--- src/rtl/interrupt_pkg.sv ---
// interrupt_pkg: shared types and constants for interrupt_controller.
//   int_state_t          - controller FSM state (IDLE, ASSERT, SERVICE)
//   NUM_SRC_DEFAULT      - default number of request lines
//   PULSE_CYCLES_DEFAULT - default interrupt_signal pulse length in cycles
//   CNT_W                - width of the pulse counter (covers PULSE_CYCLES up to 15)
//   vec_width()          - width of a source index, never less than 1
package interrupt_pkg;

    typedef enum logic [1:0] {
        IDLE    = 2'd0,
        ASSERT  = 2'd1,
        SERVICE = 2'd2
    } int_state_t;

    localparam int unsigned NUM_SRC_DEFAULT      = 4;
    localparam int unsigned PULSE_CYCLES_DEFAULT = 1;
    localparam int unsigned CNT_W                = 4;

    function automatic int unsigned vec_width(input int unsigned n);
        return (n > 1) ? $clog2(n) : 1;
    endfunction

endpackage

--- src/rtl/irq_priority_encoder.sv ---
// irq_priority_encoder: combinational lowest-index-wins selector.
//   req   in  NUM_SRC - candidate vector (pending & ~mask)
//   valid out 1       - any candidate present
//   idx   out VEC_W   - lowest set index (0 when none)
module irq_priority_encoder #(
    parameter int unsigned NUM_SRC = 4,
    parameter int unsigned VEC_W   = 2
) (
    input  logic [NUM_SRC-1:0] req,
    output logic               valid,
    output logic [VEC_W-1:0]   idx
);

    always_comb begin
        valid = |req;
        idx   = '0;
        // Scan from the top down so the lowest set bit is the last to write idx.
        for (int unsigned i = NUM_SRC; i > 0; i--) begin
            if (req[i-1]) begin
                idx = VEC_W'(i - 1);
            end
        end
    end

endmodule

--- src/rtl/interrupt_controller.sv ---
// interrupt_controller: latches rising edges on irq lines as pending, masks
// them, and services the lowest-index unmasked source by pulsing
// interrupt_signal for PULSE_CYCLES cycles, then waits for int_done.
//   clk              in  1        - rising-edge clock
//   rst              in  1        - asynchronous active-high reset
//   irq              in  NUM_SRC  - request lines, rising edge raises a request
//   mask_we          in  1        - mask write strobe
//   mask_wdata       in  NUM_SRC  - new mask (1 = source disabled)
//   int_done         in  1        - handler-return pulse
//   interrupt_signal out 1        - interrupt pulse to the processor
//   int_vector       out VEC_W    - index of the source being serviced
//   busy             out 1        - high in ASSERT and SERVICE
//   pending          out NUM_SRC  - pending register
// Build option: define INTERRUPT_SYNC_EN to pass irq through a 2-flop
// synchronizer before edge detection (adds 2 cycles of latency).
module interrupt_controller
    import interrupt_pkg::*;
#(
    parameter int unsigned NUM_SRC      = NUM_SRC_DEFAULT,
    parameter int unsigned PULSE_CYCLES = PULSE_CYCLES_DEFAULT
) (
    input  logic                             clk,
    input  logic                             rst,
    input  logic [NUM_SRC-1:0]               irq,
    input  logic                             mask_we,
    input  logic [NUM_SRC-1:0]               mask_wdata,
    input  logic                             int_done,
    output logic                             interrupt_signal,
    output logic [vec_width(NUM_SRC)-1:0]    int_vector,
    output logic                             busy,
    output logic [NUM_SRC-1:0]               pending
);

    localparam int unsigned VEC_W = vec_width(NUM_SRC);

    int_state_t         state;
    logic [CNT_W-1:0]   cnt;
    logic [NUM_SRC-1:0] mask;
    logic [NUM_SRC-1:0] irq_s;
    logic [NUM_SRC-1:0] irq_prev;
    logic [NUM_SRC-1:0] irq_edge;
    logic [NUM_SRC-1:0] clr_vec;
    logic               sel_valid;
    logic [VEC_W-1:0]   sel_idx;

`ifdef INTERRUPT_SYNC_EN
    logic [NUM_SRC-1:0] sync_q1;
    logic [NUM_SRC-1:0] sync_q2;

    always_ff @(posedge clk or posedge rst) begin
        if (rst) begin
            sync_q1 <= '0;
            sync_q2 <= '0;
        end else begin
            sync_q1 <= irq;
            sync_q2 <= sync_q1;
        end
    end

    assign irq_s = sync_q2;
`else
    assign irq_s = irq;
`endif

    assign irq_edge = irq_s & ~irq_prev;

    irq_priority_encoder #(
        .NUM_SRC (NUM_SRC),
        .VEC_W   (VEC_W)
    ) u_prio (
        .req   (pending & ~mask),
        .valid (sel_valid),
        .idx   (sel_idx)
    );

    always_comb begin
        clr_vec = '0;
        if (state == IDLE && sel_valid) begin
            clr_vec = NUM_SRC'(1) << sel_idx;
        end
    end

    // Clear is applied before OR-ing in new edges, so a same-cycle edge wins.
    always_ff @(posedge clk or posedge rst) begin
        if (rst) begin
            irq_prev <= '0;
            pending  <= '0;
            mask     <= '0;
        end else begin
            irq_prev <= irq_s;
            pending  <= (pending & ~clr_vec) | irq_edge;
            if (mask_we) begin
                mask <= mask_wdata;
            end
        end
    end

    always_ff @(posedge clk or posedge rst) begin
        if (rst) begin
            state            <= IDLE;
            cnt              <= '0;
            int_vector       <= '0;
            interrupt_signal <= 1'b0;
            busy             <= 1'b0;
        end else begin
            case (state)
                IDLE: begin
                    if (sel_valid) begin
                        int_vector       <= sel_idx;
                        cnt              <= CNT_W'(PULSE_CYCLES - 1);
                        state            <= ASSERT;
                        interrupt_signal <= 1'b1;
                        busy             <= 1'b1;
                    end
                end
                ASSERT: begin
                    if (cnt == '0) begin
                        state            <= SERVICE;
                        interrupt_signal <= 1'b0;
                    end else begin
                        cnt <= cnt - 1'b1;
                    end
                end
                SERVICE: begin
                    if (int_done) begin
                        state <= IDLE;
                        busy  <= 1'b0;
                    end
                end
                default: begin
                    state            <= IDLE;
                    interrupt_signal <= 1'b0;
                    busy             <= 1'b0;
                end
            endcase
        end
    end

endmodule

--- config.mk ---
export PLATFORM = sky130hd
export DESIGN_NAME = interrupt_controller
export DESIGN_NICKNAME = d
export VERILOG_FILES = /design/src/rtl/interrupt_pkg.sv /design/src/rtl/irq_priority_encoder.sv /design/src/rtl/interrupt_controller.sv
export SDC_FILE = /design/constraint.sdc
export NUM_CORES = 1
export LEC_CHECK = 0
export BUFFER_PORTS_ARGS = -buffer_cell sky130_fd_sc_hd__buf_2
export CAP_MARGIN = 5
export CORE_MARGIN = 4
export CORE_UTILIZATION = 55
export DETAILED_ROUTE_END_ITERATION = 10
export GPL_TIMING_DRIVEN = 0
export PLACE_DENSITY = 0.8
export SETUP_SLACK_MARGIN = 0.5
export SLEW_MARGIN = 40
export SYNTH_ARGS = -nofsm -noshare
export SYNTH_HDL_FRONTEND = slang
export SYNTH_HIERARCHICAL = 1
export SYNTH_SLANG_ARGS = --single-unit
--- constraint.sdc ---
create_clock -name clk -period 3.3 [get_ports clk]
set_clock_uncertainty 0.15 [all_clocks]
set_input_delay 0.495 -clock clk [delete_from_list [all_inputs] [get_ports clk]]
set_output_delay 0.495 -clock clk [all_outputs]
set_load 0.02 [all_outputs]
==> impl_metrics.env, run 1 <==
export IMPL_max_freq_ghz=0.535
export IMPL_gr_total_overflow=0
export IMPL_layout_common_cells="22 x dfrtp_1, 19 x buf_2, 9 x nand2_1"
export IMPL_setup_viol=0
export IMPL_clock_latency_ns=0.31
export IMPL_postSynthAreaPerCell_um2=11.2
export IMPL_setup_tns_ns=0
export IMPL_final_util=0.684
export IMPL_max_slew_margin=0.670
export IMPL_syn_to_final_growth_pct=18.1
export IMPL_hold_viol=0
export IMPL_power_uw=920
export IMPL_die_area_mm2=0.00254
export IMPL_die_h_um=50.4
export IMPL_antenna_cells=0
export IMPL_drv_slew=0
export IMPL_layout_drive_gt1_share=0.324
export IMPL_drt_wl_total_um=1810
export IMPL_critPathKind="reg -> reg"
export IMPL_path_cells="nor2b_1 > nor2_1 > nand2_1 > nor3b_4 > mux2_2"
export IMPL_grt_pass1_vias=709
export IMPL_drtPass1Iterations=4
export IMPL_grt_max_degree=23
export IMPL_clkSinkCount=22
export IMPL_fillerInstances=137
export IMPL_ant_nets=0
export IMPL_synth_area_um2=988
export IMPL_nNetsFinal=126
export IMPL_grt_usage=0.164
export IMPL_worst_slack_ns=1.43
export IMPL_place_ws_ns=1.48
export IMPL_ys_types=24
export IMPL_clk_pin_slew_ns=0.12
export IMPL_synth_fp_nets=102
export IMPL_max_stage_delay_ns=0.40
export IMPL_critPathLaunchType="flop"
export IMPL_synth_seq_area_share=0.557
export IMPL_power_density_mw_per_mm2=788
export IMPL_antenna_found_initial=0
export IMPL_leakagePower_nw=0.551
export IMPL_gp_congestion=0.768
export IMPL_vdd_drop_max_mv=0.542
export IMPL_wl_per_cell_um=13.3
export IMPL_root_buffer="clkbuf_4"
export IMPL_arrival_ns=1.93
export IMPL_whs_ns=0.0176
export IMPL_fp_dieW_um=50.4
export IMPL_worstPathRequired_ns=3.36
export IMPL_final_common_cell="dfrtp_1"
export IMPL_ctsResizeCount=0
export IMPL_htree_levels=1
export IMPL_critPathLaunch="pending[0]"
export IMPL_grt_setup_unrepaired="false"
export IMPL_ys_ff_latch=22
export IMPL_cp_slowest_cell="dfrtp_1"
export IMPL_portBuffers=19
export IMPL_drc=0
export IMPL_grt_pass1_wl_um=3120
export IMPL_rr_startpoint="pending[0]"
export IMPL_cts_hold_buffers=0
export IMPL_num_vias=713
export IMPL_post_cts_buffers=0
export IMPL_worstSetupEndpointType="flop"
export IMPL_status="finished, final reports clean"
export IMPL_avgViaCountPerCell=5.24
export IMPL_core_mm2=0.00171
export IMPL_dr_first_iter_drc_count=18
export IMPL_clock_path_buffers=2
export IMPL_finalCritPeriodShare=0.566
export IMPL_finalCriticalPeriod_ns=1.87
export IMPL_yosys_warnings=6
export IMPL_boundaryPins=20
export IMPL_tightest_slew_ns=0.491
export IMPL_netlist_instances=88
export IMPL_numCtsBuffers=3
export IMPL_cp_max_fo=7
export IMPL_cts_tree="done"
export IMPL_drv_cap=0
export IMPL_rows=15
export IMPL_start_util=0.579
export IMPL_dp_hpwl_um=1320
export IMPL_hold_path_class="in -> async"
## state kept, by name, summed over array words and instances (netlist names)
signal            count
pending               4
state                 2
mask                  4
busy                  1
int_vector            2
cnt                   4
interrupt_signal      1
irq_prev              4
## worst max-delay path: cells and delay by family, from the launching register on
family           cells  cell delay [ns]
multiplexers         1             0.38
flip-flops           1             0.40
AND/OR/NAND/NOR      4             0.84
## area by class of cell
cell class	count	area, um2	share of cell area
tap	25	31.3	0.0268
sequential	22	551	0.472
clock buffer	3	22.5	0.0193
multi-input combinational	56	397	0.340
inverter	9	33.8	0.0289
clock inverter	1	30.0	0.0257
buffer	1	7.51	0.00643
timing repair buffer	19	95.1	0.0815
## synth_stat cells
library cell / count / share of area
nand3_1: 3 / 0.015
buf_4: 1 / 0.0076
dfrtp_1: 22 / 0.56
nor2b_1: 5 / 0.032
o311ai_1: 1 / 0.0089
ha_1: 2 / 0.025
nor3b_2: 1 / 0.013
o311ai_2: 1 / 0.016
nor2_1: 5 / 0.019
nor3b_4: 1 / 0.019
nand2b_1: 1 / 0.0063
a21oi_1: 3 / 0.015
nand3b_1: 2 / 0.015
mux2_2: 6 / 0.068
a21oi_2: 1 / 0.0089
inv_1: 9 / 0.034
nor3_1: 3 / 0.015
mux2i_1: 1 / 0.010
nand2_1: 9 / 0.034
o31ai_1: 1 / 0.0076
or2_4: 1 / 0.0089
a22o_1: 4 / 0.035
o21bai_1: 1 / 0.0076
o21ai_0: 4 / 0.020
## metrics by stage
step | std cells | cell area [um2]
after detailed placement | 132 | 1110
after floorplan | 88 | 988
after global routing | 136 | 1170
final | 136 | 1170
after global placement | 132 | 1110
after CTS | 136 | 1170
## worst paths after layout
| kind | to | slack (ns) | cells past startpoint |
|---|---|---|---|
| setup reg to reg | int_vector[1] | 1.43 | 5 |
| hold reg to reg | mask[1] | 0.38 | 1 |
| min in group clk | irq_prev[0] | 0.15 | 1 |
| max in group asynchronous | mask[2] | 2.68 | 2 |
| setup / recovery | int_vector[1] | 1.43 | 5 |
| hold / removal | cnt[2] | 0.02 | 2 |
## routing by layer
metal | global-route usage | vias up | wire [um]
met5 | 0 | - | 0
met4 | 0.0673 | 0 | 37
met3 | 0.0415 | 5 | 99
met2 | 0.259 | 22 | 803
met1 | 0.215 | 339 | 868
li1 | - | 347 | -
## kinds of logic (layout without fill, tap and decap cells)
logic type      Yosys count  after routing  synth area share
compound gates           16             16             0.120
mux                       7              7            0.0785
fa+ha+maj                 2              2            0.0253
flops                    22             22             0.557
simple gates             31             31             0.177
buf+inv                  10             33            0.0418
## where the power goes
group	leakage [nW]	switching (mW)	internal, mW
registers	0.262	0.0510	0.333
clock network	0.0279	0.0826	0.123
logic	0.260	0.194	0.137
total	0.551	0.328	0.593
Note: power is estimated with default switching activity, not from simulation.
==> run 2, diff against run 1 <==
--- a/config.mk
+++ b/config.mk
@@ -8,10 +8,10 @@
 export BUFFER_PORTS_ARGS = -buffer_cell sky130_fd_sc_hd__buf_2
 export CAP_MARGIN = 5
 export CORE_MARGIN = 4
-export CORE_UTILIZATION = 55
+export CORE_UTILIZATION = 52
 export DETAILED_ROUTE_END_ITERATION = 10
 export GPL_TIMING_DRIVEN = 0
-export PLACE_DENSITY = 0.8
+export PLACE_DENSITY = 0.76
 export SETUP_SLACK_MARGIN = 0.5
 export SLEW_MARGIN = 40
 export SYNTH_ARGS = -nofsm -noshare
==> constraint.sdc (replaced) <==
create_clock -name clk -period 1.95 [get_ports clk]
set_clock_uncertainty 0.15 [all_clocks]
set_input_delay 0.2925 -clock clk [delete_from_list [all_inputs] [get_ports clk]]
set_output_delay 0.2925 -clock clk [all_outputs]
set_load 0.02 [all_outputs]
==> run 2 against run 1 <==
Sequential power grew 75%; first-iteration DRC count shrank 89%; power grew 99%; maximum frequency grew 11%; sequential share of layout area shrank 8.2 points; design area grew 22%; routed wire length grew 25%.
==> impl_metrics.env, run 2 (synthesized netlist as in run 1, its figures left out) <==
export IMPL_tightest_slew_ns=0.457
export IMPL_grt_pass1_wl_um=3640
export IMPL_finalCriticalPeriod_ns=1.69
export IMPL_clkSinkCount=22
export IMPL_finalCritPeriodShare=0.865
export IMPL_holdPathStages=2
export IMPL_path_cells="nor2b_4 > nor2_2 > nand2_2 > nor3b_4 > buf_4 > nand3_1 > a22o_1"
export IMPL_max_slew_margin=0.695
export IMPL_cp_max_fo=3
export IMPL_num_vias=812
export IMPL_drtPass1Iterations=4
export IMPL_start_util=0.560
export IMPL_antenna_cells=0
export IMPL_die_h_um=51.6
export IMPL_grt_setup_unrepaired="true"
export IMPL_rr_endpoint="pending[3]"
export IMPL_dp_hpwl_um=1390
export IMPL_critPathLaunchType="flop"
export IMPL_whs_endpoint="mask[0]"
export IMPL_antenna_found_initial=0
export IMPL_root_buffer="clkbuf_4"
export IMPL_avgViaCountPerCell=5.21
export IMPL_numCtsBuffers=3
export IMPL_wl_per_cell_um=14.4
export IMPL_max_freq_ghz=0.593
export IMPL_dr_first_iter_drc_count=2
export IMPL_setup_viol=0
export IMPL_cp_slowest_cell="dfrtp_2"
export IMPL_p_clk_frac=0.133
export IMPL_arrival_ns=1.73
export IMPL_portBuffers=19
export IMPL_die_area_mm2=0.00266
export IMPL_hp_start="mask_wdata[0]"
export IMPL_rr_startpoint="pending[0]"
export IMPL_grt_usage=0.188
export IMPL_worstSetupEndpointType="flop"
export IMPL_fp_dieW_um=51.6
export IMPL_drt_wl_total_um=2250
export IMPL_core_mm2=0.00176
export IMPL_critPathLaunch="pending[0]"
export IMPL_gr_total_overflow=0
export IMPL_p_seq_frac=0.367
export IMPL_rows=15
export IMPL_cts_tree="done"
export IMPL_final_common_cell="dfrtp_1"
export IMPL_r2r_setup_slack_ns=0.26
export IMPL_p_int_mw=1.16
export IMPL_power_switching_uw=667
export IMPL_htree_levels=1
export IMPL_grt_max_degree=23
export IMPL_ant_nets=0
export IMPL_layout_drive_gt1_share=0.511
export IMPL_switching_share=0.365
export IMPL_whs_ns=0.0671
export IMPL_grt_pass1_vias=810
export IMPL_gp_congestion=0.751
export IMPL_clock_path_buffers=2
export IMPL_hold_path_class="in -> reg"
export IMPL_leakagePower_nw=0.691
export IMPL_clock_latency_ns=0.30
export IMPL_status="finished, final reports clean"
export IMPL_setup_tns_ns=0
export IMPL_worstPathRequired_ns=1.99
export IMPL_max_stage_delay_ns=0.40
export IMPL_worst_r2r_cell_count=7
export IMPL_drv_cap=0
export IMPL_layout_common_cells="18 x dfrtp_1, 16 x buf_2, 11 x buf_4"
export IMPL_syn_to_final_growth_pct=44.2
export IMPL_boundaryPins=20
export IMPL_drv_slew=0
export IMPL_power_density_mw_per_mm2=1280
export IMPL_hold_viol=0
export IMPL_nNetsFinal=146
export IMPL_vdd_drop_max_mv=0.760
export IMPL_clk_pin_slew_ns=0.12
export IMPL_p_comb_frac=0.500
export IMPL_drc=0
export IMPL_critPathKind="reg -> reg"
run 2: cell count changes in the layout (fill, tap and decap cells not counted), moves of 3 or more:
cell           before  now
nor2b_4             0    3
nor2_1              5    2
nor2_2              0    3
dfrtp_2             0    4
nor2b_1             5    1
dfrtp_1            22   18
buf_4               1   11
buf_2              19   16
dlygate4sd3_1       0    5
buf_6               0    8
run 2: critical path, delay by kind of cell, from the launching register on:
kind                   cells  cell delay, ns
DFF                        1            0.40
buffers and inverters      1            0.16
AOI/OAI and AO/OA          1            0.22
and+or+nand+nor            5            0.64
run 2: worst max-delay path by stage:
stage	end	slack, ns	cells after the start
floorplan	int_vector[0]	0.33	5
global placement	pending[2]	0.30	6
detailed placement	pending[3]	0.25	6
CTS	int_vector[0]	0.36	6
global route	pending[3]	0.16	7
finish	pending[3]	0.26	7
run 2: layout make-up:
type                            count  area (um2)
Inverter                            9        33.8
Sequential cell                    22         556
Multi-Input combinational cell     56         465
Fill cell                         113         339
Tap cell                           25        31.3
Buffer                              1        7.51
Timing Repair Buffer               39         295
Clock buffer                        4        36.3
run 2: repair_timing:
item / in CTS / in global routing
endpoints found under the setup margin: 13 / 17
endpoints found under the hold margin: 4 / 22
hold buffers: 4 / 1
resized for setup: 8 / 13
pin swaps: 1 / 0
buffers inserted: 12 / 3
run 2: through the flow:
step	total power, mW	instances	cell area [um2]	setup slack, ns	utilization
after floorplan	1.10	88	1030	0.328	-
after global placement	1.25	132	1150	0.305	0.654
after detailed placement	1.28	132	1150	0.254	0.654
after CTS	1.69	152	1350	0.358	0.765
after global routing	1.93	156	1430	0.165	0.808
final	1.83	156	1430	0.262	0.808
run 2: power groups by stage:
stage	clock network [mW]	logic, mW	registers (mW)
floorplan	0	0.354	0.749
detailed placement	0	0.609	0.674
CTS	0.250	0.780	0.658
global placement	0	0.581	0.665
global route	0.273	0.977	0.684
finish	0.244	0.914	0.671
run 2: layer usage:
layer  global-route usage  vias up  share of wire
met5                    0        -              0
met4               0.0961        0          0.036
met3               0.0430        9          0.049
met2                0.311       26           0.49
met1                0.228      389           0.42
li1                     -      388              -
